==> src/rtl/spi_byte_master.sv <==
// Single-byte SPI master (mode 0), MSB first, driven by a CPU register write.
// The end of the CPU write strobe starts a transfer; status and RX byte read back on dataout.
module spi_byte_master #(
    parameter int unsigned CLK_DIV = 4
) (
    input  logic        sysclk,
    input  logic        rst_n,
    input  logic [15:0] datain,
    input  logic        wrh_n,
    output logic [15:0] dataout,
    output logic        spi_sck,
    output logic        spi_mosi,
    input  logic        spi_miso,
    output logic        spi_cs_n
);

    localparam int unsigned DIV_W  = 8;
    localparam int unsigned BIT_W  = 3;
    localparam int unsigned BYTE_W = 8;
    localparam logic [DIV_W-1:0] DIV_RELOAD = DIV_W'(CLK_DIV - 1);
    localparam logic [BIT_W-1:0] BIT_PENULT = BIT_W'(6);

    typedef enum logic [1:0] {
        ST_IDLE = 2'd0,
        ST_LOW  = 2'd1,
        ST_HIGH = 2'd2
    } state_t;

    state_t state;
    state_t state_nxt;

    logic wrh_meta;
    logic wrh_sync;
    logic wrh_prev;
    logic cmd_c;
    logic div_zero_c;
    logic unused_c;

    logic [DIV_W-1:0]  div_cnt,  div_cnt_nxt;
    logic [BIT_W-1:0]  bit_cnt,  bit_cnt_nxt;
    logic              bit_last, bit_last_nxt;
    logic [BYTE_W-1:0] tx_sh,    tx_sh_nxt;
    logic [BYTE_W-1:0] rx_sh,    rx_sh_nxt;
    logic [BYTE_W-1:0] rx_byte,  rx_byte_nxt;
    logic              busy,     busy_nxt;
    logic              done,     done_nxt;
    logic              cs_n_nxt;
    logic              sck_nxt;
    logic              mosi_nxt;

    // Write strobe synchroniser; a command is the 0->1 edge (end of CPU write)
    always_ff @(posedge sysclk or negedge rst_n) begin
        if (!rst_n) begin
            wrh_meta <= 1'b1;
            wrh_sync <= 1'b1;
            wrh_prev <= 1'b1;
        end else begin
            wrh_meta <= wrh_n;
            wrh_sync <= wrh_meta;
            wrh_prev <= wrh_sync;
        end
    end

    assign cmd_c      = wrh_sync & ~wrh_prev;
    assign div_zero_c = (div_cnt == '0);
    assign unused_c   = ^datain[14:9];

    // State register
    always_ff @(posedge sysclk or negedge rst_n) begin
        if (!rst_n) begin
            state <= ST_IDLE;
        end else begin
            state <= state_nxt;
        end
    end

    // Next-state logic
    always_comb begin
        state_nxt = state;
        case (state)
            ST_IDLE: begin
                if (cmd_c && datain[15]) begin
                    state_nxt = ST_LOW;
                end
            end
            ST_LOW: begin
                if (div_zero_c) begin
                    state_nxt = ST_HIGH;
                end
            end
            ST_HIGH: begin
                if (div_zero_c) begin
                    state_nxt = bit_last ? ST_IDLE : ST_LOW;
                end
            end
            default: state_nxt = ST_IDLE;
        endcase
    end

    // Output / datapath next values; commands are only honoured in IDLE
    always_comb begin
        div_cnt_nxt  = div_cnt;
        bit_cnt_nxt  = bit_cnt;
        bit_last_nxt = bit_last;
        tx_sh_nxt    = tx_sh;
        rx_sh_nxt    = rx_sh;
        rx_byte_nxt  = rx_byte;
        busy_nxt     = busy;
        done_nxt     = done;
        cs_n_nxt     = spi_cs_n;
        sck_nxt      = spi_sck;
        mosi_nxt     = spi_mosi;
        case (state)
            ST_IDLE: begin
                sck_nxt = 1'b0;
                if (cmd_c) begin
                    cs_n_nxt = ~datain[8];
                    if (datain[15]) begin
                        tx_sh_nxt    = datain[7:0];
                        mosi_nxt     = datain[7];
                        div_cnt_nxt  = DIV_RELOAD;
                        bit_cnt_nxt  = '0;
                        bit_last_nxt = 1'b0;
                        busy_nxt     = 1'b1;
                        done_nxt     = 1'b0;
                    end
                end
            end
            ST_LOW: begin
                if (div_zero_c) begin
                    // Rising SCK: capture MISO
                    div_cnt_nxt = DIV_RELOAD;
                    sck_nxt     = 1'b1;
                    rx_sh_nxt   = {rx_sh[BYTE_W-2:0], spi_miso};
                end else begin
                    div_cnt_nxt = div_cnt - DIV_W'(1);
                end
            end
            ST_HIGH: begin
                if (div_zero_c) begin
                    // Falling SCK: advance to next bit or finish
                    div_cnt_nxt  = DIV_RELOAD;
                    sck_nxt      = 1'b0;
                    tx_sh_nxt    = {tx_sh[BYTE_W-2:0], 1'b0};
                    mosi_nxt     = tx_sh[BYTE_W-2];
                    bit_cnt_nxt  = bit_cnt + BIT_W'(1);
                    bit_last_nxt = (bit_cnt == BIT_PENULT);
                    if (bit_last) begin
                        rx_byte_nxt = rx_sh;
                        busy_nxt    = 1'b0;
                        done_nxt    = 1'b1;
                    end
                end else begin
                    div_cnt_nxt = div_cnt - DIV_W'(1);
                end
            end
            default: begin
                sck_nxt = 1'b0;
            end
        endcase
    end

    // Datapath and output registers
    always_ff @(posedge sysclk or negedge rst_n) begin
        if (!rst_n) begin
            div_cnt  <= '0;
            bit_cnt  <= '0;
            bit_last <= 1'b0;
            tx_sh    <= '0;
            rx_sh    <= '0;
            rx_byte  <= '0;
            busy     <= 1'b0;
            done     <= 1'b0;
            spi_cs_n <= 1'b1;
            spi_sck  <= 1'b0;
            spi_mosi <= 1'b0;
        end else begin
            div_cnt  <= div_cnt_nxt;
            bit_cnt  <= bit_cnt_nxt;
            bit_last <= bit_last_nxt;
            tx_sh    <= tx_sh_nxt;
            rx_sh    <= rx_sh_nxt;
            rx_byte  <= rx_byte_nxt;
            busy     <= busy_nxt;
            done     <= done_nxt;
            spi_cs_n <= cs_n_nxt;
            spi_sck  <= sck_nxt;
            spi_mosi <= mosi_nxt;
        end
    end

    assign dataout = {busy, done, 5'b0_0000, ~spi_cs_n, rx_byte};

endmodule

==> config.mk <==
export PLATFORM = sky130hd
export DESIGN_NAME = spi_byte_master
export DESIGN_NICKNAME = d
export VERILOG_FILES = /design/src/rtl/spi_byte_master.sv
export SDC_FILE = /design/constraint.sdc
export NUM_CORES = 1
export LEC_CHECK = 0
export CORE_UTILIZATION = 41
export CTS_CLUSTER_DIAMETER = 150
export CTS_CLUSTER_SIZE = 28
export DETAILED_ROUTE_END_ITERATION = 12
export PLACE_DENSITY = 0.74
export RECOVER_POWER = 25
export SYNTH_ARGS = -nofsm -noshare
export SYNTH_HDL_FRONTEND = slang
export SYNTH_SLANG_ARGS = --single-unit
export TNS_END_PERCENT = 100
==> constraint.sdc <==
create_clock -name sysclk -period 2.4 [get_ports sysclk]
set_clock_uncertainty 0.1 [all_clocks]
set_input_delay 0.48 -clock sysclk [delete_from_list [all_inputs] [get_ports sysclk]]
set_output_delay 0.48 -clock sysclk [all_outputs]
set_load 0.05 [all_outputs]
======== Word-level counts from Yosys, hierarchy flattened ========
Cells that the tools add are included.
operators by class
  equal/unequal tests ..................... 9
  add/sub/neg operators ................... 2
  bitwise logic cells ..................... 4
  muxes and demuxes ....................... 36
  reduce and logical (&&, ||, !) cells .... 14
operator list
  kind                 count
  $mux 8               3
  $mux 7               3
  $pmux 8 s2           1
  $mux 1               15
  $pmux 7 s2           1
  $ne 2x2->1 const B   6
  $pmux 1 s2           5
  $mux 3               3
  $reduce_and 3->1     3
  $logic_not 8->1      1
  $sub 8x1->8 const B  1
  $mux 2               3
  $pmux 2 s3           1
  $pmux 3 s2           1
  $reduce_and 2->1     3
  $reduce_and 5->1     1
  $reduce_and 4->1     1
  $reduce_bool 2->1    2
  $add 3x1->3 const B  1
  $eq 3x3->1 const B   1
  $not 1->1            3
  $eq 2x1->1 const B   1
  $eq 2x2->1 const B   1
  $logic_not 2->1      1
  other kinds (3)      3
word-level totals
  logic and storage cells ................. 80
  flip-flop bits (word level) ............. 45
  output and inout port bits .............. 19

======== Depth between registers and ports, before layout ========
  depth after elaboration ................. 5
  gate-level depth with buffers ........... 7
  depth with buffers taken out ............ 6

======== Worst setup path before layout ========
Ideal clock, no wire load.
  path type ............................... register to register
  from .................................... register div_cnt[2]
  to ...................................... register div_cnt[2]
  clock period less this slack ............ 2157 ps
  setup time .............................. 132 ps
  data arrival time ....................... 1925 ps
  setup slack ............................. 243 ps
  data required time ...................... 2168 ps
  cell stages (with the launch flop) ...... 6
  cells stage by stage .................... dfrtp_1 -> or4_1 -> buf_4 -> or3_2 -> a21oi_1 -> nor2_1
on the way
  word-level cells in the longest chain between the ends .. 3
ends and longest elaborated chain
  element                                                line          source
  from (decl)                                            39            logic [DIV_W-1:0] div_cnt, div_cnt_nxt;
  from (signal assigned)                                 178           div_cnt <= div_cnt_nxt;
  $sub 8x1->8 / $logic_not 8->1 (equally long branches)  136, 154, 65
  $mux 8 (*)                                             130, 140
  $pmux 8 s2 (*)                                         113           case (state)
Every way passes the cells marked *; elsewhere a longest branch is shown, timed or not.
A chain may end at the register's enable or synchronous reset.

======== Worst setup path after layout ========
  from .................................... register div_cnt[3]
  to ...................................... register rx_byte[1]
on the way
  word-level cells in the longest chain between the ends .. 2
ends and longest elaborated chain
  element                     line  source
  $logic_not 8->1             65    assign div_zero_c = (div_cnt == '0);
  $reduce_and 3->1 (no line)  n/a
  to (signal assigned)        183   rx_byte <= rx_byte_nxt;
  to (decl)                   44    logic [BYTE_W-1:0] rx_byte, rx_byte_nxt;
Every way passes these cells.

==> results by group <==
STA
  • Crit share post-route: 95.3%
  • Setup ws final: 0.112 ns
  • Tmin final: 2.29 ns
  • Max frequency: 437 MHz
  • Final setup vio count: 0
  • Setup TNS: 0 ns
  • Slew @ Worst Pin: 1.19 ns
  • Max Transition Viols Final: 0
  • Final hold vios: 0
  • RSZ-0062 raised after global routing: false
  • Relative slew margins: 21.0%

Route
  • DR vias: 1600
  • Antenna Nets Post-Route: 0
  • DR vias/cell: 5.19
  • TritonRoute pass-1 iters: 4
  • Drt wl/cell: 13.6 microns
  • First DRT Iteration DRCs: 103
  • DRC Markers: 0
  • Detailed Route WL: 4200 microns

Yosys
  • EDFF count, synth: 0
  • Yosys Warn Count: 0
  • Largest area contributor in the netlist: dfrtp_1
  • Synth Area per Inst: 11.0 sq um
  • Post-Syn Area: 0.00221 sq mm
  • Cells after Synth: 201
  • Most common cell in the netlist: dfrtp_1
  • Share of the synthesized area in the top cell type: 46.4%
  • Seq/Total Area, Yosys: 51.2%
  • Post-synth top cells: dfrtp_1 (41), nand2_1 (23), a21oi_1 (17), mux2_2 (17), inv_1 (11)
  • Most used DFF post-synth: dfrtp_1
  • Post-synth ARST share: 100%
  • Netlist cell types: 43
  • Top cells by area, synth: dfrtp_1 (46%), mux2_2 (8.7%), dfstp_2 (4.8%)
  • Synth Register Bits: 45

Power and ir drop
  • Power Density: 525 mW/mm^2
  • P_leak: 0.00125 uW
  • Worst ir drop on vdd: 349 uV

Run status
  • Status: finished clean

CTS
  • Cts hold-fix bufs: 0
  • # clock sinks: 45
  • CTS tree: done
  • Bufs on Longest Clock Path: 2
  • Reg clk slew, reported paths: 0.08 ns
  • Skew-Pair Late Insertion Delay: 0.30 ns
  • # resized after CTS: 0
  • Total CTS buffers: 5
  • Setup Fix Bufs, Post-CTS: 0
  • H-tree levels: 2
  • Clk root buf: clkbuf_8

Worst setup path
  • Worst EP required: 2.49 ns
  • CP Class: register to register
  • CP Data Arrival Time: 2.38 ns
  • Type of origin of the critical path: register
  • R2r setup slk: 0.11 ns
  • Worst-path fanout max: 10
  • Worst setup EP type: register

Place
  • Port Buffers: 27
  • Half-perimeter wire length after placement: 2940 microns
  • Placer Congestion: 0.850
  • Dpl ws: 0.127 ns

Cells and area
  • Layout Nets: 264
  • Area occupied by multi-input gates: 971 sq um
  • Layout Area Growth over Synthesis: 21.9%
  • Register area: 0.00113 sq mm
  • Layout cell share with drive strength beyond 1: 20.6%
  • Antenna cells: 0
  • Fillers: 497

Global route
  • GRT Residual Overflow: 0
  • Vias in the first global route: 1520
  • Initial antenna violation count: 0
  • Gr usage total: 17.2%
  • Global-route wire length before repair: 7190 microns
  • Largest net degree at the start of global routing: 25

Die
  • Ports: 39
  • Area of the core: 0.00514 sq mm
  • Initial cell density of the core: 43.0%
  • Area of the die: 0.00569 sq mm
  • Die Width: 75.4 microns
  • Die Height: 75.4 microns
  • Std cell rows: 26

Worst hold path
  • Hold Path Class: register to register

Run
  • # Max-Cap Violations: 0
[cells in the final DEF (no fill, tap or decap), types with 2 or more instances in the layout]
cell type,instances
a2111oi_0,2
a22oi_1,2
or2_2,2
clkbuf_8,6
o21ai_0,4
nand2b_1,3
o211ai_1,2
or4_1,2
clkdlybuf4s50_1,25
nor2_1,10
a21oi_1,17
a21o_1,2
or3_2,2
ha_1,7
dfrtp_1,41
inv_1,11
conb_1,5
nand3_1,4
buf_4,10
clkbuf_1,2
nand3b_1,2
nand4_1,2
a221o_1,7
nand2_1,23
mux2_2,17
xnor2_1,3
dfstp_2,3
[metrics by stage]
stage	total power (uW)	cell area, sq um	utilization [%]	hold slack, ns	std cells
2_1_floorplan	807	2230	-	0.0844	205
3_3_place_gp	841	2590	50.5	0.246	300
3_5_place_dp	842	2590	50.5	0.247	300
4_1_cts	1440	2710	52.8	0.0575	308
5_1_grt	1470	2700	52.4	0.274	308
6_report	1410	2700	52.4	0.264	308
[layout make-up]
type                       instances  share of cell area [%]
timing repair buffer              38                    12.8
clock buffer                       7                    3.20
inverter                          12                    1.67
multi-input combinational        135                    36.0
sequential                        45                    42.0
clock inverter                     1                    1.11
tap                               70                    3.25
[kinds of logic after synthesis]
group / synth area share (%)
simple gates: 14.0
compound gates: 15.2
flops: 51.2
buf+inv: 5.60
mux: 8.66
fa+ha+maj: 3.96
xor+xnor: 1.19
other cells: 0.170
[per-layer routing]
| metal | global-route usage [%] | part of all wire [%] | routed length (microns) | up-vias |
|---|---|---|---|---|
| met5 | 0 | 0 | 0 | - |
| met4 | 6.17 | 1.5 | 61 | 0 |
| met3 | 4.63 | 5.5 | 232 | 6 |
| met2 | 27.2 | 47 | 1970 | 46 |
| met1 | 23.1 | 46 | 1940 | 773 |
| li1 | - | - | - | 775 |
[state kept, by name, summed over array words and instances (netlist names)]
| signal | cells |
|---|---|
| done | 1 |
| wrh_meta | 1 |
| rx_sh | 8 |
| bit_last | 1 |
| rx_byte | 8 |
| tx_sh | 7 |
| wrh_prev | 1 |
| spi_mosi | 1 |
| busy | 1 |
| spi_sck | 1 |
| div_cnt | 8 |
| bit_cnt | 3 |
| wrh_sync | 1 |
| spi_cs_n | 1 |
| state | 2 |
[worst paths after layout]
| path | start | endpoint | cells after the start |
|---|---|---|---|
| min | wrh_meta | wrh_sync | 0 |
| max in group asynchronous | rst_n | div_cnt[5] | 2 |
| min reg2reg | wrh_meta | wrh_sync | 0 |
| min in group asynchronous | rst_n | rx_byte[0] | 1 |
| max | div_cnt[3] | rx_byte[1] | 4 |
| max reg2reg | div_cnt[3] | rx_byte[1] | 4 |
[worst max-delay path: stages (launching register included)]
cell     delay [ns]
dfrtp_1        0.42
or4_1          0.67
nor3_4         0.42
nand3_4        0.24
mux2_2         0.34
[power by group]
| part | switching (uW) | total, uW | internal (uW) |
|---|---|---|---|
| logic | 36.7 | 56.4 | 19.7 |
| clock network | 254 | 594 | 340 |
| registers | 2.27 | 765 | 763 |
(Power assumes the default switching activity.)
